[config.mk]
export PLATFORM = sky130hd
export DESIGN_NAME = hazard_ctrl_flat
export DESIGN_NICKNAME = d
export VERILOG_FILES = /design/src/rtl/hazard_ctrl_if.sv /design/src/rtl/hazard_ctrl.sv /design/src/flat_wrapper.sv
export SDC_FILE = /design/constraint.sdc
export NUM_CORES = 1
export LEC_CHECK = 0
export CAP_MARGIN = 20
export CORE_MARGIN = 10
export CORE_UTILIZATION = 40
export CTS_CLUSTER_DIAMETER = 30
export DETAILED_ROUTE_END_ITERATION = 16
export PLACE_DENSITY = 0.69
export SKIP_CTS_REPAIR_TIMING = 1
export SYNTH_ARGS = -nofsm -noshare
export SYNTH_HDL_FRONTEND = slang
export SYNTH_SLANG_ARGS = --single-unit
[constraint.sdc]
create_clock -name clk -period 3.62 [get_ports clk]
set_input_delay 0.362 -clock clk [delete_from_list [all_inputs] [get_ports clk]]
set_output_delay 0.362 -clock clk [all_outputs]
set_load 0.05 [all_outputs]
[src/rtl/hazard_ctrl_if.sv]
// Pipeline-side bundle for hazard_ctrl: DX instruction info in, stall/forward selects out.
// Perf-counter signals exist only when HAZ_PERF_CNT_EN is defined.
interface hazard_ctrl_if #(
   parameter int unsigned AW = 5
);
   logic          freeze;
   logic          e_valid;
   logic [AW-1:0] e_rs_addr;
   logic [AW-1:0] e_rt_addr;
   logic          e_uses_rs;
   logic          e_uses_rt;
   logic          e_wr_en;
   logic [AW-1:0] e_wr_addr;
   logic          e_is_load;
   logic          e_is_md;
   logic          stall;
   logic          fwdX_rs;
   logic          fwdX_rt;
   logic          fwdM_rs;
   logic          fwdM_rt;
   logic          md_busy;
`ifdef HAZ_PERF_CNT_EN
   logic [31:0]   stall_cycles;
   logic [31:0]   loaduse_events;
`endif

   modport master (
      output freeze, e_valid, e_rs_addr, e_rt_addr, e_uses_rs, e_uses_rt,
             e_wr_en, e_wr_addr, e_is_load, e_is_md,
`ifdef HAZ_PERF_CNT_EN
      input  stall_cycles, loaduse_events,
`endif
      input  stall, fwdX_rs, fwdX_rt, fwdM_rs, fwdM_rt, md_busy
   );

   modport slave (
      input  freeze, e_valid, e_rs_addr, e_rt_addr, e_uses_rs, e_uses_rt,
             e_wr_en, e_wr_addr, e_is_load, e_is_md,
`ifdef HAZ_PERF_CNT_EN
      output stall_cycles, loaduse_events,
`endif
      output stall, fwdX_rs, fwdX_rt, fwdM_rs, fwdM_rt, md_busy
   );
endinterface

[src/rtl/hazard_ctrl.sv]
// Hazard detection and forwarding control: X/M destination scoreboard, load-use
// stall and mul/div sequencing. Optional stall/load-use counters: HAZ_PERF_CNT_EN.
module hazard_ctrl #(
   parameter int unsigned MD_LATENCY = 4,
   parameter int unsigned AW         = 5
) (
   input  logic         clk,
   input  logic         rst,
   hazard_ctrl_if.slave hif
);
   localparam int unsigned CW = (MD_LATENCY > 2) ? $clog2(MD_LATENCY) : 1;
   localparam logic [CW-1:0] CNT_ONE  = CW'(1);
   localparam logic [CW-1:0] CNT_INIT = CW'(MD_LATENCY - 1);

   typedef struct packed {
      logic          valid;
      logic          wr_en;
      logic [AW-1:0] wr_addr;
      logic          is_load;
   } slot_t;

   typedef enum logic {IDLE, MD_BUSY} state_t;

   state_t        state, state_nxt;
   logic [CW-1:0] cnt, cnt_nxt;
   slot_t         x_slot, m_slot, dx_slot;
   logic          match_x_rs, match_x_rt, match_m_rs, match_m_rt;
   logic          loaduse, busy_st, md_issue, stall_int, quiet;

   function automatic logic src_match(input slot_t s, input logic v, input logic u,
                                      input logic [AW-1:0] a);
      return v & u & s.valid & s.wr_en & (s.wr_addr == a) & (a != '0);
   endfunction

   always_comb begin
      dx_slot         = '0;
      dx_slot.valid   = hif.e_valid;
      dx_slot.wr_en   = hif.e_wr_en;
      dx_slot.wr_addr = hif.e_wr_addr;
      dx_slot.is_load = hif.e_is_load;
   end

   assign match_x_rs = src_match(x_slot, hif.e_valid, hif.e_uses_rs, hif.e_rs_addr);
   assign match_x_rt = src_match(x_slot, hif.e_valid, hif.e_uses_rt, hif.e_rt_addr);
   assign match_m_rs = src_match(m_slot, hif.e_valid, hif.e_uses_rs, hif.e_rs_addr);
   assign match_m_rt = src_match(m_slot, hif.e_valid, hif.e_uses_rt, hif.e_rt_addr);

   assign loaduse   = (match_x_rs | match_x_rt) & x_slot.is_load;
   assign busy_st   = (state == MD_BUSY);
   assign stall_int = (loaduse | busy_st) & ~hif.freeze;
   assign md_issue  = ~busy_st & hif.e_valid & hif.e_is_md & ~loaduse & ~hif.freeze;

   // State register
   always_ff @(posedge clk or posedge rst) begin
      if (rst) begin
         state <= IDLE;
         cnt   <= '0;
      end else begin
         state <= state_nxt;
         cnt   <= cnt_nxt;
      end
   end

   // Next state: freeze holds both the state and the occupancy counter
   always_comb begin
      state_nxt = state;
      cnt_nxt   = cnt;
      if (!hif.freeze) begin
         unique case (state)
            IDLE: begin
               if (md_issue) begin
                  state_nxt = MD_BUSY;
                  cnt_nxt   = CNT_INIT;
               end
            end
            MD_BUSY: begin
               cnt_nxt = cnt - CNT_ONE;
               if (cnt == CNT_ONE) state_nxt = IDLE;
            end
            default: state_nxt = IDLE;
         endcase
      end
   end

   // Outputs
   always_comb begin
      quiet       = hif.freeze | loaduse | busy_st;
      hif.stall   = stall_int;
      hif.md_busy = busy_st & ~hif.freeze;
      hif.fwdX_rs = ~quiet & match_x_rs & ~x_slot.is_load;
      hif.fwdX_rt = ~quiet & match_x_rt & ~x_slot.is_load;
      hif.fwdM_rs = ~quiet & match_m_rs & ~(match_x_rs & ~x_slot.is_load);
      hif.fwdM_rt = ~quiet & match_m_rt & ~(match_x_rt & ~x_slot.is_load);
   end

   // Scoreboard: mul/div keeps X occupied and drains M; load-use bubbles X
   always_ff @(posedge clk or posedge rst) begin
      if (rst) begin
         x_slot <= '0;
         m_slot <= '0;
      end else if (!hif.freeze) begin
         if (busy_st) begin
            m_slot <= '0;
         end else if (loaduse) begin
            x_slot <= '0;
            m_slot <= x_slot;
         end else begin
            x_slot <= dx_slot;
            m_slot <= x_slot;
         end
      end
   end

`ifdef HAZ_PERF_CNT_EN
   logic [31:0] stall_cycles_q, loaduse_events_q;

   always_ff @(posedge clk or posedge rst) begin
      if (rst) begin
         stall_cycles_q   <= '0;
         loaduse_events_q <= '0;
      end else if (!hif.freeze) begin
         if (stall_int && stall_cycles_q != '1)
            stall_cycles_q <= stall_cycles_q + 32'd1;
         if (loaduse && loaduse_events_q != '1)
            loaduse_events_q <= loaduse_events_q + 32'd1;
      end
   end

   assign hif.stall_cycles   = stall_cycles_q;
   assign hif.loaduse_events = loaduse_events_q;
`endif
endmodule

[src/flat_wrapper.sv]
// flat-port wrapper written by rule: the top's interface ports become plain ports
module hazard_ctrl_flat 
#(
   parameter int unsigned MD_LATENCY = 4,
   parameter int unsigned AW         = 5
)
  (clk, rst, hif_freeze, hif_e_valid, hif_e_rs_addr, hif_e_rt_addr, hif_e_uses_rs, hif_e_uses_rt, hif_e_wr_en, hif_e_wr_addr, hif_e_is_load, hif_e_is_md, hif_stall, hif_fwdX_rs, hif_fwdX_rt, hif_fwdM_rs, hif_fwdM_rt, hif_md_busy);
  hazard_ctrl_if #(.AW(AW)) hif_i ();
  input  logic clk;
  input  logic rst;
  input wire logic [$bits(hif_i.freeze)-1:0] hif_freeze;
  input wire logic [$bits(hif_i.e_valid)-1:0] hif_e_valid;
  input wire logic [$bits(hif_i.e_rs_addr)-1:0] hif_e_rs_addr;
  input wire logic [$bits(hif_i.e_rt_addr)-1:0] hif_e_rt_addr;
  input wire logic [$bits(hif_i.e_uses_rs)-1:0] hif_e_uses_rs;
  input wire logic [$bits(hif_i.e_uses_rt)-1:0] hif_e_uses_rt;
  input wire logic [$bits(hif_i.e_wr_en)-1:0] hif_e_wr_en;
  input wire logic [$bits(hif_i.e_wr_addr)-1:0] hif_e_wr_addr;
  input wire logic [$bits(hif_i.e_is_load)-1:0] hif_e_is_load;
  input wire logic [$bits(hif_i.e_is_md)-1:0] hif_e_is_md;
  output wire logic [$bits(hif_i.stall)-1:0] hif_stall;
  output wire logic [$bits(hif_i.fwdX_rs)-1:0] hif_fwdX_rs;
  output wire logic [$bits(hif_i.fwdX_rt)-1:0] hif_fwdX_rt;
  output wire logic [$bits(hif_i.fwdM_rs)-1:0] hif_fwdM_rs;
  output wire logic [$bits(hif_i.fwdM_rt)-1:0] hif_fwdM_rt;
  output wire logic [$bits(hif_i.md_busy)-1:0] hif_md_busy;
  assign hif_i.freeze = hif_freeze;
  assign hif_i.e_valid = hif_e_valid;
  assign hif_i.e_rs_addr = hif_e_rs_addr;
  assign hif_i.e_rt_addr = hif_e_rt_addr;
  assign hif_i.e_uses_rs = hif_e_uses_rs;
  assign hif_i.e_uses_rt = hif_e_uses_rt;
  assign hif_i.e_wr_en = hif_e_wr_en;
  assign hif_i.e_wr_addr = hif_e_wr_addr;
  assign hif_i.e_is_load = hif_e_is_load;
  assign hif_i.e_is_md = hif_e_is_md;
  assign hif_stall = hif_i.stall;
  assign hif_fwdX_rs = hif_i.fwdX_rs;
  assign hif_fwdX_rt = hif_i.fwdX_rt;
  assign hif_fwdM_rs = hif_i.fwdM_rs;
  assign hif_fwdM_rt = hif_i.fwdM_rt;
  assign hif_md_busy = hif_i.md_busy;
  hazard_ctrl #(.MD_LATENCY(MD_LATENCY), .AW(AW)) u_core (.clk(clk), .rst(rst), .hif(hif_i));
endmodule
## Word-level counts from Yosys, hierarchy flattened

Index checks and enable logic that the tools add are counted.

- Register bits: 18
- Logic and storage cells: 73

- Add/subtract/negate cells: 1
- Equality and inequality tests: 6
- Multiplexer cells: 7
- Bitwise gates (word level): 46
- Reductions and logical operators: 4

Operator list:

| kind | count |
|---|---|
| bitwise AND 1 bit | 35 |
| equality test 5 bit | 4 |
| two-way mux 8 bit | 2 |
| nonzero test 5 bit | 2 |
| NOT 1 bit | 7 |
| bitwise OR 1 bit | 4 |
| one-hot mux 2 bit (2 select lines) | 1 |
| AND reduction 2 bit | 2 |
| equality test 2 x 1 -> 1 bit, second input constant | 1 |
| two-way mux 1 bit | 2 |
| two-way mux 2 bit | 1 |
| != test 2 x 1 -> 1 bit, second input constant | 1 |
| one-hot mux 1 bit (2 select lines) | 1 |
| subtractor 2 x 1 -> 2 bit, second input constant | 1 |

## Longest topological paths before layout

Gate-level depths: netlist of run 1.

- Depth after elaboration: 12
- Depth in mapped cells: 5
- Depth with buffers taken out: 5

## Worst setup path before layout of run 1

No wires, ideal clock.

- Path type: register to output
- Start: register u_core.x_slot[1] (netlist name)
- End: output hif_fwdX_rs
- Arrival: 2.232 ns
- Required time: 3.258 ns
- Slack: 1.026 ns
- Cell stages (with the launch flop): 5
- Buffers on the path: 0
- Cells stage by stage: dfrtp_1 xnor2_1 nand4_1 or4_1 nor3_1

- Longest elaborated chain between the ends: 10
- Elaborated cells on any way between the ends: 13

Ends and longest elaborated chain:

| item | line | source |
|---|---|---|
| start: declaration | hazard_ctrl.sv:26 | `slot_t x_slot, m_slot, dx_slot;` |
| start signal: assignment | hazard_ctrl.sv:108 | `x_slot <= dx_slot;` |
| equality test 5 bit | hazard_ctrl.sv:32 | `return v & u & s.valid & s.wr_en & (s.wr_addr == a) & (a != '0);` |
| bitwise AND 1 bit (2 in a row) | hazard_ctrl.sv:32 |  |
| bitwise OR 1 bit | hazard_ctrl.sv:48 | `assign loaduse = (match_x_rs \| match_x_rt) & x_slot.is_load;` |
| bitwise AND 1 bit | hazard_ctrl.sv:48 |  |
| bitwise OR 1 bit (2 in a row) | hazard_ctrl.sv:87 | `quiet = hif.freeze \| loaduse \| busy_st;` |
| NOT 1 bit | hazard_ctrl.sv:90 | `hif.fwdX_rs = ~quiet & match_x_rs & ~x_slot.is_load;` |
| bitwise AND 1 bit (*) (2 in a row) | hazard_ctrl.sv:90 |  |
| end: declaration | flat_wrapper.sv:22 | `output wire logic [$bits(hif_i.fwdX_rs)-1:0] hif_fwdX_rs;` |

Mark *: on every way between the ends. The rest lies on a longest branch, timed or not.

## Final worst setup path of run 1

- Start: input hif_e_valid
- End: output hif_stall

- Longest elaborated chain between the ends: 9
- Elaborated cells on any way between the ends: 14

Ends and longest elaborated chain:

| item | line | source |
|---|---|---|
| start: declaration | flat_wrapper.sv:12 | `input wire logic [$bits(hif_i.e_valid)-1:0] hif_e_valid;` |
| bitwise AND 1 bit (5 in a row) | hazard_ctrl.sv:32 |  |
| bitwise OR 1 bit (*) | hazard_ctrl.sv:48 |  |
| bitwise AND 1 bit (*) | hazard_ctrl.sv:48 |  |
| bitwise OR 1 bit (*) | hazard_ctrl.sv:50 | `assign stall_int = (loaduse \| busy_st) & ~hif.freeze;` |
| bitwise AND 1 bit (*) | hazard_ctrl.sv:50 |  |
| end: declaration | flat_wrapper.sv:21 | `output wire logic [$bits(hif_i.stall)-1:0] hif_stall;` |

Marks and branches as above.

==> metrics, run 1 <==
area added between synthesis and finish 32.1%; grt ovf 0; first-pass GRT wire length 4.64 mm; crit path launch type primary input; Starting Density 0.430; TritonCTS Sinks 18; YS warnings 0; Sequential Area 450 um2; cell count after synthesis 104; Least-Margin Pin Slew 709 ps; initial DRC count 30; FP Rows 18; cell mode on critical path clkdlybuf4s50_1; Ports 30; commonest non-fill, non-tap cell in the layout clkdlybuf4s50_1; VDD IR max 392 uV; HPWL after detailed placement 2.17 mm; post-DR vias/cell 5.51; All-Layer GR Usage 0.108; buffers plus inverters on the worst setup path 2; Root Buffer clkbuf_4; clock buffer count from CTS 3; most used routing layer met2; EDFF count, synth 0; I/O Buffers 29; slowest stage delay, CP 830 ps; Setup TNS 0 ps; Final Hold Fails 0; FF+latch count, synth 18; Seq/Total Area, Yosys 0.415; cell breakdown of the critical path clkdlybuf4s50_1 -> nand2_1 -> or3_1 -> o32ai_2 -> a21oi_1 -> nor2_1 -> clkdlybuf4s50_1; slowest cell on the critical path clkdlybuf4s50_1; slew margin rel. 0.527; Final Cycle Share 0.875; synth unique cells 32; final-report max-slew violation count 0; status finished, final reports clean; commonest cells after routing, fill and taps aside clkdlybuf4s50_1, dfrtp_1, a22o_1; final hold slack 453 ps; met1 GRT Util 0.127; Multi-input gate area 608 um2; fin nets 160; P per Cell Area 627 mW/mm2; Worst Path Arrival 2810 ps; First-pass DRT Iterations 4; Ant. Diodes 0; Final min period 3170 ps; Static Leak 0.569 nW; Skew-Pair Late Insertion Delay 310 ps; Die W 72.1 um; Max FO, Critical Path 5; Worst Hold Class primary input to async pin; Post-Synthesis Cell Area 0.00108 mm2; vias in the first global route 955; asr flop ratio synth 1.00; worst r2r src u_core.x_slot[4]$_DFFE_PP0P_; Residual DRC 0; Routed wire per std cell 16.7 um; Post-Route Skew 4.40 ps; layout cells sized above 1 0.0970; Setup violations, final 0; level count of the clock H-tree 1; RSZ-0062 raised after global routing no; global routing usage on met2 0.174; largest net degree at the start of global routing 19; final RePlAce weighted congestion 0.866; cell family with most CP delay buffers and inverters; DR vias 904; Die H 72.1 um; core area 0.00252 mm2; final WL 2.73 mm; CP required 3260 ps; Max Clock Freq 316 MHz; Mapped Nets 129; Crit. End Element output pin; fillers 217; clk buf depth 2; Worst-path clk slew 110 ps; Crit. Startpoint hif_e_valid; CTS tree built; GR Util met3 0.0449; post-route ant nets 0; kind of critical path primary input to output pin; ys flop type dfrtp_1; Max Cap Viol 0; full die area 0.00519 mm2; initial antenna violation count 0; mean area per synthesized cell 10.4 um2
[per-layer routing]
metal / up-vias / routed length [um] / share of wire
li1: 442 / - / -
met1: 438 / 1210 / 0.44
met2: 20 / 1310 / 0.48
met3: 4 / 187 / 0.068
met4: 0 / 23 / 0.0084
met5: - / 0 / 0
[synth_stat cells (2+ instances only)]
| master | instances | area (um2) |
|---|---|---|
| dfrtp_1 | 18 | 450 |
| a22o_1 | 15 | 131 |
| xnor2_1 | 14 | 123 |
| xor2_1 | 6 | 52.6 |
| nand2_1 | 5 | 18.8 |
| nor2_1 | 5 | 18.8 |
| inv_1 | 4 | 15.0 |
| nand3_1 | 4 | 20.0 |
| clkbuf_1 | 3 | 11.3 |
| nand4_1 | 3 | 18.8 |
| nor3_1 | 3 | 15.0 |
| a21oi_1 | 2 | 10.0 |
| nor4_1 | 2 | 12.5 |
| or4_1 | 2 | 15.0 |
[sequential cells by signal, indices dropped and copies added, names as in the netlist]
name / cells
u_core.busy_st: 1
u_core.cnt: 2
u_core.m_slot: 7
u_core.x_slot: 8
[worst reg2reg max path, cell delays in order, from the launching register on]
cell	delay (ps)
dfrtp_1	450
xor2_1	190
or3_1	360
o32ai_2	370
a21oi_4	170
a22o_1	210
[logic make-up after synthesis]
logic type / Yosys count / synth area share
DFF: 18 / 0.415
xor gates and xnor gates: 20 / 0.161
AOI/OAI and AO/OA: 24 / 0.195
and+or+nand+nor: 34 / 0.193
buffers and inverters: 7 / 0.0242
adders and majority gates: 1 / 0.0115
[worst paths after layout]
| path | endpoint | slack, ps | depth (start not counted) |
|---|---|---|---|
| max | hif_stall | 450 | 7 |
| min | u_core.x_slot[3]$_DFFE_PP0P_ | 450 | 2 |
| max reg2reg | u_core.x_slot[5]$_DFFE_PP0P_ | 1760 | 5 |
| min reg2reg | u_core.m_slot[7]$_DFFE_PP0N_ | 540 | 1 |
| max in group asynchronous | u_core.cnt[0]$_DFFE_PP0P_ | 2720 | 2 |
| min in group clk | u_core.m_slot[7]$_DFFE_PP0N_ | 540 | 1 |
[final cells by class]
cell class	count	area share
repair buffers	29	0.199
inverters	4	0.0105
flip-flops and latches	18	0.314
well taps	30	0.0262
clock buffers	4	0.0253
multi-input cells	79	0.424
[stage by stage]
| stage | util | power, mW | std cells | area, um2 | setup slack, ps |
|---|---|---|---|---|---|
| floorplan | - | 0.661 | 104 | 1080 | 1030 |
| global placement | 0.554 | 0.764 | 160 | 1400 | 470 |
| detailed placement | 0.554 | 0.771 | 160 | 1400 | 449 |
| CTS | 0.568 | 0.906 | 164 | 1430 | 441 |
| global route | 0.568 | 0.970 | 164 | 1430 | 268 |
| finish | 0.568 | 0.898 | 164 | 1430 | 453 |
[where the power goes]
group | total [mW] | leakage [nW] | switching (mW) | internal (mW)
registers | 0.412 | 0.224 | 0.119 | 0.293
logic | 0.355 | 0.324 | 0.160 | 0.195
clock network | 0.132 | 0.0210 | 0.0703 | 0.0614
No activity file was read; power rests on OpenSTA's default activity.
==> run 2: changes to the inputs <==
--- a/config.mk
+++ b/config.mk
@@ -6,9 +6,8 @@
 export NUM_CORES = 1
 export LEC_CHECK = 0
 export CAP_MARGIN = 20
-export CORE_MARGIN = 10
 export CORE_UTILIZATION = 40
-export CTS_CLUSTER_DIAMETER = 30
+export CTS_CLUSTER_DIAMETER = 60
 export DETAILED_ROUTE_END_ITERATION = 16
 export PLACE_DENSITY = 0.69
 export SKIP_CTS_REPAIR_TIMING = 1
==> metrics, run 2 (synthesis gave the netlist of run 1 again) <==
commonest non-fill, non-tap cell in the layout clkdlybuf4s50_1 (unchanged); Crit. End Element output pin (unchanged); Setup TNS 0 ps (unchanged); placed cells 160 (unchanged); Least-Margin Pin Slew 661 ps (was 709 ps); DR vias 900 (was 904); utilization after layout 0.563 (was 0.568); clock buffer count from CTS 3 (unchanged); P per Cell Area 614 mW/mm2 (was 627 mW/mm2); largest net degree at the start of global routing 19 (unchanged); area added between synthesis and finish 30.8% (was 32.1%); Multi-input gate area 608 um2 (unchanged); Worst Path Arrival 2850 ps (was 2810 ps); CP required 3260 ps (about the same); Root Buffer clkbuf_4 (unchanged); vias in the first global route 931 (was 955); initial DRC count 10 (was 30); initial antenna violation count 0 (unchanged); status finished, final reports clean (unchanged); I/O Buffers 29 (unchanged); final-report max-slew violation count 0 (unchanged); sequential group share of total power 0.480 (was 0.459); Ports 30 (unchanged); Routed wire per std cell 15.3 um (was 16.7 um); Static Leak 0.562 nW (was 0.569 nW); Final Cycle Share 0.886 (was 0.875); slew margin rel. 0.559 (was 0.527); clk buf depth 2 (unchanged); top flop regs u_core.x_slot: 8 flops, u_core.m_slot: 7 flops, u_core.cnt: 2 flops (unchanged); Max Cap Viol 0 (unchanged); Sequential Area 450 um2 (unchanged); Skew-Pair Late Insertion Delay 280 ps (was 310 ps); VDD IR max 433 uV (was 392 uV); cell breakdown of the critical path clkdlybuf4s50_1 -> nand2_1 -> or3_1 -> o32ai_2 -> a21oi_1 -> nor2_1 -> clkdlybuf4s50_1 (unchanged); full die area 0.00292 mm2 (was 0.00519 mm2); grt ovf 0 (unchanged); RSZ-0062 raised after global routing no (unchanged); CTS tree built (unchanged); Max Clock Freq 312 MHz (was 316 MHz); TritonCTS Sinks 18 (unchanged); HPWL after detailed placement 2.02 mm (was 2.17 mm); fillers 245 (was 217); level count of the clock H-tree 1 (unchanged); first-pass GRT wire length 4.19 mm (was 4.64 mm); Final Hold Fails 0 (unchanged); slowest cell on the critical path clkdlybuf4s50_1 (unchanged); Ant. Diodes 0 (unchanged); Setup violations, final 0 (unchanged); First-pass DRT Iterations 3 (was 4); buffers plus inverters on the worst setup path 2 (unchanged); DP Worst Slack 424 ps (was 449 ps); Comb power frac 0.410 (was 0.395); Post-Route Skew 5.61 ps (was 4.40 ps); final RePlAce weighted congestion 0.808 (was 0.866); Internal 0.527 mW (was 0.549 mW); fin nets 160 (unchanged); commonest cells after routing, fill and taps aside clkdlybuf4s50_1, dfrtp_1, a22o_1 (unchanged); Worst Hold Class primary input to async pin (unchanged); post-layout worst setup margin 413 ps (was 453 ps); Worst-path clk slew 100 ps (was 110 ps); Clock power frac 0.110 (was 0.147); All-Layer GR Usage 0.207 (was 0.108); switching power 0.344 mW (was 0.349 mW); slowest stage delay, CP 810 ps (was 830 ps); kind of critical path primary input to output pin (unchanged); Starting Density 0.430 (unchanged); layout cells sized above 1 0.0902 (was 0.0970); post-DR vias/cell 5.52 (was 5.51); Max FO, Critical Path 5 (unchanged); cell mode on critical path clkdlybuf4s50_1 (unchanged); cell family with most CP delay buffers and inverters (unchanged); Sw Share 0.395 (was 0.388); post-route insts no fill 163 (was 164); crit path launch type primary input (unchanged); number of flip-flops in the largest register 8 (unchanged); FP Rows 18 (unchanged); Die H 54.1 um (was 72.1 um); post-route ant nets 0 (unchanged); final WL 2.50 mm (was 2.73 mm); core area 0.00252 mm2 (unchanged); Residual DRC 0 (unchanged); Final min period 3210 ps (was 3170 ps); Die W 54.1 um (was 72.1 um); Reg with most FFs u_core.x_slot (unchanged)
-- run 2: changes by cell type in the layout (fill, tap and decap cells not counted), sizes merged --
cell    before  now
clkbuf       4    3
-- run 2: worst paths after layout --
| path | startpoint | end | slack, ps | cells past startpoint |
|---|---|---|---|---|
| min in group clk | u_core.m_slot[6]$_DFFE_PP0N_ | u_core.m_slot[6]$_DFFE_PP0N_ | 530 | 1 |
| setup reg to reg | u_core.x_slot[4]$_DFFE_PP0P_ | u_core.x_slot[4]$_DFFE_PP0P_ | 1730 | 5 |
| hold reg to reg | u_core.m_slot[6]$_DFFE_PP0N_ | u_core.m_slot[6]$_DFFE_PP0N_ | 530 | 1 |
| setup / recovery | hif_e_valid | hif_stall | 410 | 7 |
| max in group asynchronous | rst | u_core.m_slot[1]$_DFFE_PP0N_ | 2730 | 2 |
| hold / removal | rst | u_core.cnt[1]$_DFFE_PP0P_ | 460 | 2 |
-- run 2: layout make-up --
| type | instances | share of cell area |
|---|---|---|
| Multi-Input combinational cell | 79 | 0.429 |
| Timing Repair Buffer | 29 | 0.201 |
| Inverter | 4 | 0.0106 |
| Tap cell | 30 | 0.0265 |
| Sequential cell | 18 | 0.317 |
| Clock buffer | 3 | 0.0159 |
-- run 2: metrics by stage --
step	power, mW	hold WS, ps	cell area, um2
6_report	0.871	461	1420
4_1_cts	0.878	488	1420
3_3_place_gp	0.765	495	1400
2_1_floorplan	0.661	301	1080
3_5_place_dp	0.781	507	1400
5_1_grt	0.940	546	1420
-- run 2: metal layers --
metal	wire length [um]	share of wire	track usage	vias to the layer above
met5	0	0	0	-
met4	63	0.025	0.120	0
met3	57	0.023	0.0198	6
met2	1240	0.49	0.331	17
met1	1150	0.46	0.270	439
li1	-	-	-	438
-- run 2: power by group through the flow --
stage               registers, mW  clock network [mW]  logic, mW
finish                      0.418              0.0956      0.357
global route                0.433               0.107      0.400
CTS                         0.418              0.0975      0.362
detailed placement          0.423                   0      0.359
global placement            0.419                   0      0.346
floorplan                   0.373                   0      0.288
